[src/rtl/mix_columns_iter.sv]
// Iterative AES MixColumns stage: loads a 128-bit state on En, transforms one
// column per clock, then holds the result with Ry until En is released.
// Optional feature macro: MXC_INVERSE_EN (adds Dec port and InvMixColumns).
module mix_columns_iter (
  input  logic         Clk,
  input  logic         Rst,
  input  logic         En,
  input  logic [127:0] Text,
`ifdef MXC_INVERSE_EN
  input  logic         Dec,
`endif
  output logic [127:0] Text_MXC,
  output logic         Ry
);

  localparam int unsigned STATE_W = 128;
  localparam int unsigned BYTE_W  = 8;
  localparam int unsigned CNT_W   = 2;

  typedef enum logic [1:0] {
    S_IDLE = 2'd0,
    S_CALC = 2'd1,
    S_DONE = 2'd2
  } state_t;

  state_t               r_state;
  state_t               w_state_nxt;
  logic [CNT_W-1:0]     r_cnt;
  logic [STATE_W-1:0]   r_work;
  logic [STATE_W-1:0]   r_text_mxc;
  logic                 r_ry;
  logic [STATE_W-1:0]   w_work_nxt;
  logic [BYTE_W-1:0]    w_a [4];
  logic [BYTE_W-1:0]    w_b [4];
  logic                 w_load;
  logic                 w_step;
  logic                 w_finish;
  logic                 w_release;
`ifdef MXC_INVERSE_EN
  logic                 r_dec;
`endif

  function automatic logic [7:0] xtime(input logic [7:0] x);
    return {x[6:0], 1'b0} ^ (x[7] ? 8'h1b : 8'h00);
  endfunction

  function automatic logic [7:0] mul3(input logic [7:0] x);
    return xtime(x) ^ x;
  endfunction

`ifdef MXC_INVERSE_EN
  function automatic logic [7:0] mul9(input logic [7:0] x);
    return xtime(xtime(xtime(x))) ^ x;
  endfunction

  function automatic logic [7:0] mul11(input logic [7:0] x);
    return xtime(xtime(xtime(x))) ^ xtime(x) ^ x;
  endfunction

  function automatic logic [7:0] mul13(input logic [7:0] x);
    return xtime(xtime(xtime(x))) ^ xtime(xtime(x)) ^ x;
  endfunction

  function automatic logic [7:0] mul14(input logic [7:0] x);
    return xtime(xtime(xtime(x))) ^ xtime(xtime(x)) ^ xtime(x);
  endfunction
`endif

  // State register
  always_ff @(posedge Clk) begin
    if (Rst) r_state <= S_IDLE;
    else     r_state <= w_state_nxt;
  end

  // Next-state logic
  always_comb begin
    w_state_nxt = r_state;
    case (r_state)
      S_IDLE:  if (En) w_state_nxt = S_CALC;
      S_CALC:  if (r_cnt == CNT_W'(3)) w_state_nxt = S_DONE;
      S_DONE:  if (!En) w_state_nxt = S_IDLE;
      default: w_state_nxt = S_IDLE;
    endcase
  end

  // Datapath control strobes decoded from the current state
  always_comb begin
    w_load    = 1'b0;
    w_step    = 1'b0;
    w_finish  = 1'b0;
    w_release = 1'b0;
    case (r_state)
      S_IDLE: w_load = En;
      S_CALC: begin
        w_step   = 1'b1;
        w_finish = (r_cnt == CNT_W'(3));
      end
      S_DONE:  w_release = !En;
      default: ;
    endcase
  end

  // Transform the column selected by r_cnt and splice it back into the state
  always_comb begin
    w_work_nxt = r_work;
    for (int r = 0; r < 4; r++) begin
      w_a[r] = r_work[(STATE_W - 1) - 32 * r - 8 * int'(r_cnt) -: BYTE_W];
    end
    w_b[0] = xtime(w_a[0]) ^ mul3(w_a[1]) ^ w_a[2] ^ w_a[3];
    w_b[1] = w_a[0] ^ xtime(w_a[1]) ^ mul3(w_a[2]) ^ w_a[3];
    w_b[2] = w_a[0] ^ w_a[1] ^ xtime(w_a[2]) ^ mul3(w_a[3]);
    w_b[3] = mul3(w_a[0]) ^ w_a[1] ^ w_a[2] ^ xtime(w_a[3]);
`ifdef MXC_INVERSE_EN
    if (r_dec) begin
      w_b[0] = mul14(w_a[0]) ^ mul11(w_a[1]) ^ mul13(w_a[2]) ^ mul9(w_a[3]);
      w_b[1] = mul9(w_a[0]) ^ mul14(w_a[1]) ^ mul11(w_a[2]) ^ mul13(w_a[3]);
      w_b[2] = mul13(w_a[0]) ^ mul9(w_a[1]) ^ mul14(w_a[2]) ^ mul11(w_a[3]);
      w_b[3] = mul11(w_a[0]) ^ mul13(w_a[1]) ^ mul9(w_a[2]) ^ mul14(w_a[3]);
    end
`endif
    for (int r = 0; r < 4; r++) begin
      w_work_nxt[(STATE_W - 1) - 32 * r - 8 * int'(r_cnt) -: BYTE_W] = w_b[r];
    end
  end

  // Work register, column counter and registered outputs
  always_ff @(posedge Clk) begin
    if (Rst) begin
      r_work     <= '0;
      r_cnt      <= '0;
      r_text_mxc <= '0;
      r_ry       <= 1'b0;
`ifdef MXC_INVERSE_EN
      r_dec      <= 1'b0;
`endif
    end else begin
      if (w_load) begin
        r_work <= Text;
        r_cnt  <= '0;
`ifdef MXC_INVERSE_EN
        r_dec  <= Dec;
`endif
      end
      if (w_step) begin
        r_work <= w_work_nxt;
        r_cnt  <= r_cnt + CNT_W'(1);
      end
      if (w_finish) begin
        r_text_mxc <= w_work_nxt;
        r_ry       <= 1'b1;
      end
      if (w_release) r_ry <= 1'b0;
    end
  end

  assign Text_MXC = r_text_mxc;
  assign Ry       = r_ry;

endmodule
[config.mk]
export PLATFORM = sky130hd
export DESIGN_NAME = mix_columns_iter
export DESIGN_NICKNAME = d
export VERILOG_FILES = /design/src/rtl/mix_columns_iter.sv
export SDC_FILE = /design/constraint.sdc
export NUM_CORES = 1
export LEC_CHECK = 0
export CORE_ASPECT_RATIO = 0.6
export CORE_MARGIN = 1.5
export CORE_UTILIZATION = 50
export CTS_BUF_LIST = sky130_fd_sc_hd__clkbuf_16
export DETAILED_ROUTE_END_ITERATION = 7
export GPL_ROUTABILITY_DRIVEN = 0
export PLACE_DENSITY = 0.78
export SLEW_MARGIN = 20
export SYNTH_ARGS = -nofsm -noshare
export SYNTH_HDL_FRONTEND = slang
export SYNTH_SLANG_ARGS = --single-unit
export TNS_END_PERCENT = 10
[constraint.sdc]
create_clock -name Clk -period 5.35 [get_ports Clk]
set_input_delay 0.535 -clock Clk [delete_from_list [all_inputs] [get_ports Clk]]
set_output_delay 0.535 -clock Clk [all_outputs]
set_load 0.02 [all_outputs]
Yosys cells after proc, flatten, opt, wreduce, memory -nomap -nowiden
Index checks and enable logic that the tools add are counted.

Logic and storage cells: 77. Output and inout bits: 129. Bits in registers: 261. Input bits: 131.

Add/sub/neg operators: 9. Multiplexer cells: 20. Bitwise gates (word level): 20. Shifts and indexed selects: 12. Reduce and logical (&&, ||, !) cells: 5. Equality and inequality tests: 6.

Operator list (number): 8-bit by 34-bit variable shift with 135-bit output (first input constant) (4); 135-bit by 33-bit variable part select with 8-bit output (4); 8-bit by 34-bit variable part select with 135-bit output (4); 128-bit bitwise mux (4); 128-bit 2-to-1 mux (2); 32-bit negator with 34-bit output (4); 8-bit XOR (16); 8-bit by 5-bit XOR with 8-bit output (4); 5-bit 2-to-1 mux (4); 7-bit by 5-bit subtractor with 8-bit output (first input constant) (2); 2-bit 2-to-1 mux (5); 6-bit by 5-bit subtractor with 7-bit output (first input constant) (1); 2-bit != test (second input constant) (3); 2-bit one-hot mux with 3 select lines (1); 5-bit by 5-bit subtractor with 6-bit output (first input constant) (1); 2-bit == test (second input constant) (2); 1-bit 2-to-1 mux (4); 3-bit AND reduction (1); 2-bit by 1-bit adder with 2-bit output (second input constant) (1); 2-bit by 1-bit == test with 1-bit output (second input constant) (1); 2-bit zero test (1); 2-bit nonzero test (1); 2-bit OR reduction (1); 1-bit zero test (1).

Logic depth before layout (Yosys ltp)
Gate-level depths: netlist of the first run.

Word-level depth: 14. Mapped depth: 11. Gate-level depth less buffers: 7.

Least setup slack after synthesis of the first run
OpenSTA, ideal clock, no wires.

Path type: register to register. Start point: register r_cnt[0]. End point: register r_work[119]. Stages on the path, launching flop included: 8. Library setup time: 0.128 ns. Data required time: 5.222 ns. Setup slack: 2.853 ns. Data arrival time: 2.369 ns. Path buffers: 2. Clock period less this slack: 2.497 ns. Cell sequence: dfxtp_1 buf_6 buf_6 mux4_2 xor2_4 xor3_2 a222oi_1 nor2_1.

Cells in the longest elaborated chain, start to end: 14. Elaborated cells on any way between the ends: 49. Classes of those cells: add/sub: 8; shift: 12; mux: 9; bitwise: 20.

Ends and longest elaborated chain: from (decl) (line 28) `logic [CNT_W-1:0] r_cnt;`; from (signal assigned) (line 146) `r_cnt <= r_cnt + CNT_W'(1);`; 7-bit by 5-bit subtractor with 8-bit output (line 107, 122); 135-bit by 33-bit variable part select with 8-bit output (line 107) `w_a[r] = r_work[(STATE_W - 1) - 32 * r - 8 * int'(r_cnt) -: BYTE_W];`; 5-bit 2-to-1 mux (line 44) `return {x[6:0], 1'b0} ^ (x[7] ? 8'h1b : 8'h00);`; 8-bit by 5-bit XOR with 8-bit output (line 44); 8-bit XOR (line 48) `return xtime(x) ^ x;`; 8-bit XOR (3 in a row) (line 109) `w_b[0] = xtime(w_a[0]) ^ mul3(w_a[1]) ^ w_a[2] ^ w_a[3];`; 8-bit by 34-bit variable part select with 135-bit output (line 122) `w_work_nxt[(STATE_W - 1) - 32 * r - 8 * int'(r_cnt) -: BYTE_W] = w_b[r];`; 128-bit bitwise mux (3 in a row) (line 122); 128-bit bitwise mux (*) (line 122); 128-bit 2-to-1 mux (*) (line 144) `if (w_step) begin`; to (signal assigned) (line 138) `r_work <= Text;`; to (signal assigned) (line 145) `r_work <= w_work_nxt;`; to (decl) (line 29) `logic [STATE_W-1:0] r_work;`.

Every way passes the cells marked *; elsewhere a longest branch is shown, timed or not. A chain may end at the register's enable or synchronous reset.

Final worst setup path of the first run
Start point: register r_cnt[0]. End point: register r_work[67].

Same word-level chain as after synthesis.

==> results of run 1 <==
==> synth_stat cells (6+ instances only) <==
cell / count / area share, %
nor2b_1: 12 / 0.57
inv_1: 6 / 0.17
a221oi_1: 49 / 3.3
clkbuf_1: 111 / 3.2
nor3_1: 27 / 1.0
a31o_2: 55 / 3.7
mux2i_1: 18 / 1.4
a21oi_1: 46 / 1.8
xnor3_1: 36 / 6.2
xor2_1: 10 / 0.67
a22o_1: 10 / 0.67
a22oi_1: 22 / 1.3
a211oi_1: 26 / 1.5
mux4_2: 32 / 5.5
nand2_1: 322 / 9.2
a21boi_0: 8 / 0.46
a222oi_1: 23 / 1.8
o21ai_0: 25 / 0.95
a31oi_1: 75 / 3.6
a311oi_1: 37 / 2.5
o21bai_1: 23 / 1.3
xnor2_2: 6 / 0.74
xnor2_1: 14 / 0.94
buf_1: 6 / 0.17
dfxtp_1: 261 / 40
nor2_1: 116 / 3.3
==> flip-flops by register name (all words and copies together) (netlist names) <==
register and cells:
Ry 1, r_state 2, r_work 128, Text_MXC 128, r_cnt 2
==> worst max-delay path: cells and delay by family (launching register included) <==
| family | cells | cell delay [ns] |
|---|---|---|
| fa+ha+maj | 1 | 0.38 |
| simple gates | 3 | 1.39 |
| flops | 1 | 0.74 |
| buf+inv | 3 | 0.93 |
| compound gates | 1 | 0.11 |
==> cell type report <==
class | instances | area [um^2] | share of cell area, %
Clock inverter | 17 | 129 | 0.778
Inverter | 7 | 26.3 | 0.159
Tap cell | 352 | 440 | 2.66
Antenna cell | 2 | 5.00 | 0.0302
Timing Repair Buffer | 280 | 2750 | 16.6
Multi-Input combinational cell | 1032 | 7360 | 44.4
Sequential cell | 261 | 5230 | 31.6
Clock buffer | 25 | 626 | 3.78
==> power groups by stage <==
stage / Clock [mW] / Sequential, mW / Combinational [mW]
2_1_floorplan: 0 / 2.15 / 1.43
5_1_grt: 1.79 / 2.21 / 2.31
3_5_place_dp: 0 / 2.24 / 2.14
3_3_place_gp: 0 / 2.23 / 2.12
6_report: 1.72 / 2.22 / 2.26
4_1_cts: 1.72 / 2.19 / 2.16
==> metrics by stage <==
stage | setup slack, ns | total power, mW | area (um^2) | std cells
after detailed placement | 1.85 | 4.38 | 15800 | 1932
after floorplan | 2.85 | 3.59 | 13100 | 1429
after global routing | 1.62 | 6.31 | 16600 | 1974
after global placement | 1.94 | 4.35 | 15800 | 1932
after CTS | 1.83 | 6.06 | 16600 | 1974
final | 1.71 | 6.19 | 16600 | 1976
==> per-layer routing <==
layer	track usage (%)	vias up	wire length [um]
li1	-	5616	-
met1	51.4	6210	20100
met2	48.9	1074	19900
met3	18.2	109	9460
met4	8.36	4	1120
met5	0	-	25
==> worst min-delay path by stage <==
stage                                   start                        end
floorplan             r_work[11]$_SDFFE_PP0P_  Text_MXC[11]$_SDFFE_PP0P_
finish              Text_MXC[98]$_SDFFE_PP0P_  Text_MXC[98]$_SDFFE_PP0P_
detailed placement  Text_MXC[65]$_SDFFE_PP0P_  Text_MXC[65]$_SDFFE_PP0P_
global placement    Text_MXC[64]$_SDFFE_PP0P_  Text_MXC[64]$_SDFFE_PP0P_
global route        Text_MXC[98]$_SDFFE_PP0P_  Text_MXC[98]$_SDFFE_PP0P_
CTS                 Text_MXC[35]$_SDFFE_PP0P_  Text_MXC[35]$_SDFFE_PP0P_
==> logic make-up (layout without fill, tap and decap cells) <==
group | count (synthesis) | after routing | share of synthesized area [%]
buffers and inverters | 136 | 329 | 4.38
AND/OR/NAND/NOR | 492 | 492 | 14.9
AO/OA/AOI/OAI | 410 | 410 | 23.2
other | 0 | 2 | 0
adder cells (fa/ha/maj) | 4 | 4 | 0.382
flip-flops | 261 | 261 | 39.9
multiplexers | 50 | 50 | 6.87
XOR/XNOR | 76 | 76 | 10.3
==> reports/metrics.csv, run 1 <==
metric,value,unit
fin crit period,3.64,ns
Lkg Pwr,6.13,nW
Achievable Freq,0.274,GHz
CTS Hold Bufs,0,
Startpoint Class,flop,
crit-path most repeated cell,buf_4,
YS warnings,0,
PostCTS Resize Cnt,0,
via count,13013,
P_sw,2.33,mW
initial DRC count,2322,
number of global-route vias before repair,11999,
"FFs w/ async S/R, synth",0,%
Routed Wire Length,50600,um
most frequent cells in the layout,"nand2_1 (322), dfxtp_1 (259), clkdlybuf4s50_1 (258)",
crit path kind,reg -> reg,
Skew-Pair Late Insertion Delay,0.53,ns
Worst IR Drop VDD,0.241,mV
width of the die,212,um
clk root buf,clkbuf_16,
Sum Neg Setup Slack,0,ns
syn avg cell area,9.17,um^2
Initial Util,51.4,%
CP max-delay cell,and2_0,
largest net degree at the start of global routing,125,
Worst Setup End Kind,flop,
hold depth,2,
Fillers,2055,
"Area growth, synth to finish",26.4,%
CTS Buf Count,24,
Critical path destination,r_work[67]$_SDFFE_PP0P_,
Overflow after GRT,0,
"most common cell after layout, fill and taps aside",nand2_1,
Critical Path Max Stage Delay,0.95,ns
total track usage,36.3,%
Slew headroom,19.1,%
Slew @ Worst Pin,1.21,ns
class of the worst hold path,reg -> reg,
Worst Setup SP,r_cnt[0]$_SDFFE_PP0P_,
# IOs,260,
Die Area,27200,um^2
die height,128,um
Max Cap Violations,0,
first-pass GRT wire length,73900,um
Post-synth EDFFs,0,
Seq pwr share,35.8,%
Required @ worst endpoint,5.81,ns
reg2reg start,r_cnt[0]$_SDFFE_PP0P_,
status,finished clean,
clk sink count,261,
P per Cell Area,374,nW/um^2
worst hold margin,0.446,ns
# DRC,0,
CTS max path bufs,3,
DPL Wire Length,35500,um
r2r endpoint,r_work[67]$_SDFFE_PP0P_,
DR pass1 iterations,6,
final setup violation count,0,
Routed Antenna Nets,0,
"reg-to-reg slack, setup",1.71,ns
nets,1741,
R2R cell count,8,
register area share after synthesis,39.9,%
mapped cell area,13100,um^2
switching share of total power,37.7,%
CTS tree,done,
layout cells sized above 1,10.5,%
initial antenna violation count,3,
top_reg_cell synth,dfxtp_1,
Final Util,64.9,%
"Hold Vio Cnt, Final",0,
Rows,45,
P_int,3.86,mW
Core Footprint,25500,um^2
clock-pin slew of the registers on the worst-case setup and hold paths,0.07,ns
syn nets,1564,
IO buf count,259,
unrepaired setup endpoints after global routing,false,
combinational power share,36.5,%
Critical Path AT,4.10,ns
Synth cell types,51,
"FF+latch count, synth",261,
H-tree depth,1,
CP Cell Sequence,ha_1 -> inv_1 -> nor3_1 -> buf_4 -> and2_0 -> buf_4 -> and2_1 -> o21bai_1,
final period utilization,68.1,%
DR WL/cell,25.6,um
setup repair bufs after CTS,0,
crit-path max FO,21,
clock power share,27.7,%
Post-Synthesis Cells,1429,
via/cell ratio,6.59,
final-report max-slew violation count,0,
post-route clock skew,0.0148,ns
Power figures use the tool's default switching activity.
==> run 2: changes to the inputs <==
--- a/config.mk
+++ b/config.mk
@@ -7,11 +7,11 @@
 export LEC_CHECK = 0
 export CORE_ASPECT_RATIO = 0.6
 export CORE_MARGIN = 1.5
-export CORE_UTILIZATION = 50
+export CORE_UTILIZATION = 47
 export CTS_BUF_LIST = sky130_fd_sc_hd__clkbuf_16
 export DETAILED_ROUTE_END_ITERATION = 7
 export GPL_ROUTABILITY_DRIVEN = 0
-export PLACE_DENSITY = 0.78
+export PLACE_DENSITY = 0.77
 export SLEW_MARGIN = 20
 export SYNTH_ARGS = -nofsm -noshare
 export SYNTH_HDL_FRONTEND = slang
==> constraint.sdc (replaced) <==
create_clock -name Clk -period 3.05 [get_ports Clk]
set_input_delay 0.305 -clock Clk [delete_from_list [all_inputs] [get_ports Clk]]
set_output_delay 0.305 -clock Clk [all_outputs]
set_load 0.02 [all_outputs]
==> reports/metrics.csv, run 2 (synthesis results as in run 1) <==
metric,value,unit,change
"reg-to-reg slack, setup",0.14,ns,-1.57 ns
total track usage,35.1,%,-1.2 points
via/cell ratio,6.48,,-1.7%
"Area growth, synth to finish",28.9,%,
Worst Hold Endpoint,r_cnt[0]$_SDFFE_PP0P_,,
# DRC,0,,unchanged
Die Area,28900,um^2,+6.3%
CTS max path bufs,3,,unchanged
Slew @ Worst Pin,1.04,ns,-0.168 ns
class of the worst hold path,in -> reg,,
crit-path max FO,13,,-38%
via count,13166,,+1.2%
reg2reg start,r_cnt[1]$_SDFFE_PP0P_,,
CTS Buf Count,25,,+4.2%
width of the die,219,um,+3.1%
Sum Neg Setup Slack,0,ns,unchanged
nets,1779,,+2.2%
most frequent cells in the layout,"nand2_1 (322), dfxtp_1 (259), clkdlybuf4s50_1 (258)",,
first-pass GRT wire length,76700,um,+3.7%
DR pass1 iterations,8,,+2
unrepaired setup endpoints after global routing,false,,
Worst IR Drop VDD,0.348,mV,+44%
H-tree depth,1,,unchanged
Max Cap Violations,0,,unchanged
Rows,47,,+4.4%
final setup violation count,0,,unchanged
Slew headroom,30.4,%,+11 points
post-route clock skew,0.0195,ns,+0.00464 ns
hold depth,2,,unchanged
Required @ worst endpoint,3.51,ns,-2.30 ns
clock-pin slew of the registers on the worst-case setup and hold paths,0.07,ns,about the same
Initial Util,47.7,%,-3.7 points
DPL Wire Length,37000,um,+4.1%
clk root buf,clkbuf_16,,
number of global-route vias before repair,12391,,+3.3%
pre-CTS setup slack,0.254,ns,-1.59 ns
Routed Antenna Nets,0,,unchanged
Fillers,2287,,+11%
crit path kind,reg -> reg,,
Core Footprint,27500,um^2,+7.7%
r2r endpoint,Text_MXC[31]$_SDFFE_PP0P_,,
CTS Hold Bufs,0,,unchanged
HP Start,Rst,,
P per Cell Area,650,nW/um^2,+74%
PostCTS Resize Cnt,0,,unchanged
clk sink count,261,,unchanged
final period utilization,95.6,%,+27 points
Overflow after GRT,0,,unchanged
status,finished clean,,
Final Power,11.0,mW,+77%
Routed Wire Length,51700,um,+2.3%
Startpoint Class,flop,,
"most common cell after layout, fill and taps aside",nand2_1,,
Lkg Pwr,6.30,nW,+2.9%
CTS tree,done,,
initial antenna violation count,3,,unchanged
"Hold Vio Cnt, Final",0,,unchanged
Worst Setup End Kind,flop,,
final-report max-slew violation count,0,,unchanged
largest net degree at the start of global routing,119,,-4.8%
Critical Path AT,3.38,ns,-0.72 ns
Skew-Pair Late Insertion Delay,0.55,ns,+0.02 ns
layout cells sized above 1,12.3,%,+1.8 points
# IOs,260,,unchanged
setup repair bufs after CTS,0,,unchanged
setup ws final,0.136,ns,-1.57 ns
R2R cell count,6,,-2
Achievable Freq,0.343,GHz,+25%
die height,132,um,+3.1%
DR WL/cell,25.4,um,-0.57%
IO buf count,259,,unchanged
initial DRC count,2173,,-6.4%
fin crit period,2.91,ns,-0.730 ns
[run 2: layout make-up]
type	count	area, um^2	share of cell area [%]
inverter	7	26.3	0.156
sequential	261	5230	31.0
timing repair buffer	317	3100	18.4
multi-input combinational	1032	7350	43.5
clock inverter	18	82.6	0.489
tap	367	459	2.72
clock buffer	25	626	3.70
antenna	6	15.0	0.0889
[run 2: stage by stage]
| step | utilization (%) | hold slack [ns] | instance area [um^2] | cells |
|---|---|---|---|---|
| floorplan | - | 0.478 | 13100 | 1429 |
| global placement | 58.9 | 0.432 | 16200 | 1984 |
| detailed placement | 58.9 | 0.434 | 16200 | 1984 |
| CTS | 61.4 | 0.175 | 16900 | 2027 |
| global route | 61.4 | 0.186 | 16900 | 2027 |
| finish | 61.5 | 0.176 | 16900 | 2033 |
[run 2: critical path, cell delays in order (launching register included)]
cell	delay, ns
dfxtp_2	0.56
mux4_2	0.71
xnor3_1	0.45
xor2_1	0.61
buf_4	0.25
a221oi_1	0.07
nor3_1	0.17
[run 2: how the worst max path moves through the flow]
| stage | cells after the start | slack [ns] | startpoint | end |
|---|---|---|---|---|
| after floorplan | 7 | 0.55 | r_cnt[0]$_SDFFE_PP0P_ | r_work[119]$_SDFFE_PP0P_ |
| after global placement | 6 | 0.33 | r_cnt[1]$_SDFFE_PP0P_ | Text_MXC[31]$_SDFFE_PP0P_ |
| after detailed placement | 5 | 0.25 | r_cnt[1]$_SDFFE_PP0P_ | r_work[32]$_SDFFE_PP0P_ |
| after CTS | 6 | 0.20 | r_cnt[1]$_SDFFE_PP0P_ | Text_MXC[31]$_SDFFE_PP0P_ |
| after global routing | 5 | 0.05 | r_cnt[1]$_SDFFE_PP0P_ | Text_MXC[23]$_SDFFE_PP0P_ |
| final | 6 | 0.14 | r_cnt[1]$_SDFFE_PP0P_ | Text_MXC[31]$_SDFFE_PP0P_ |
[run 2: per-layer routing]
layer	GRT usage [%]	share of wire [%]	vias up
met1	49.5	40	6276
met4	7.70	2.2	0
met5	0	0	-
met2	46.8	39	1053
li1	-	-	5721
met3	18.4	18	116
[run 2: power breakdown]
part | leakage [nW] | internal [mW] | switching [mW]
Combinational | 3.81 | 1.72 | 2.55
Sequential | 2.13 | 3.60 | 0.270
Clock | 0.368 | 1.48 | 1.36
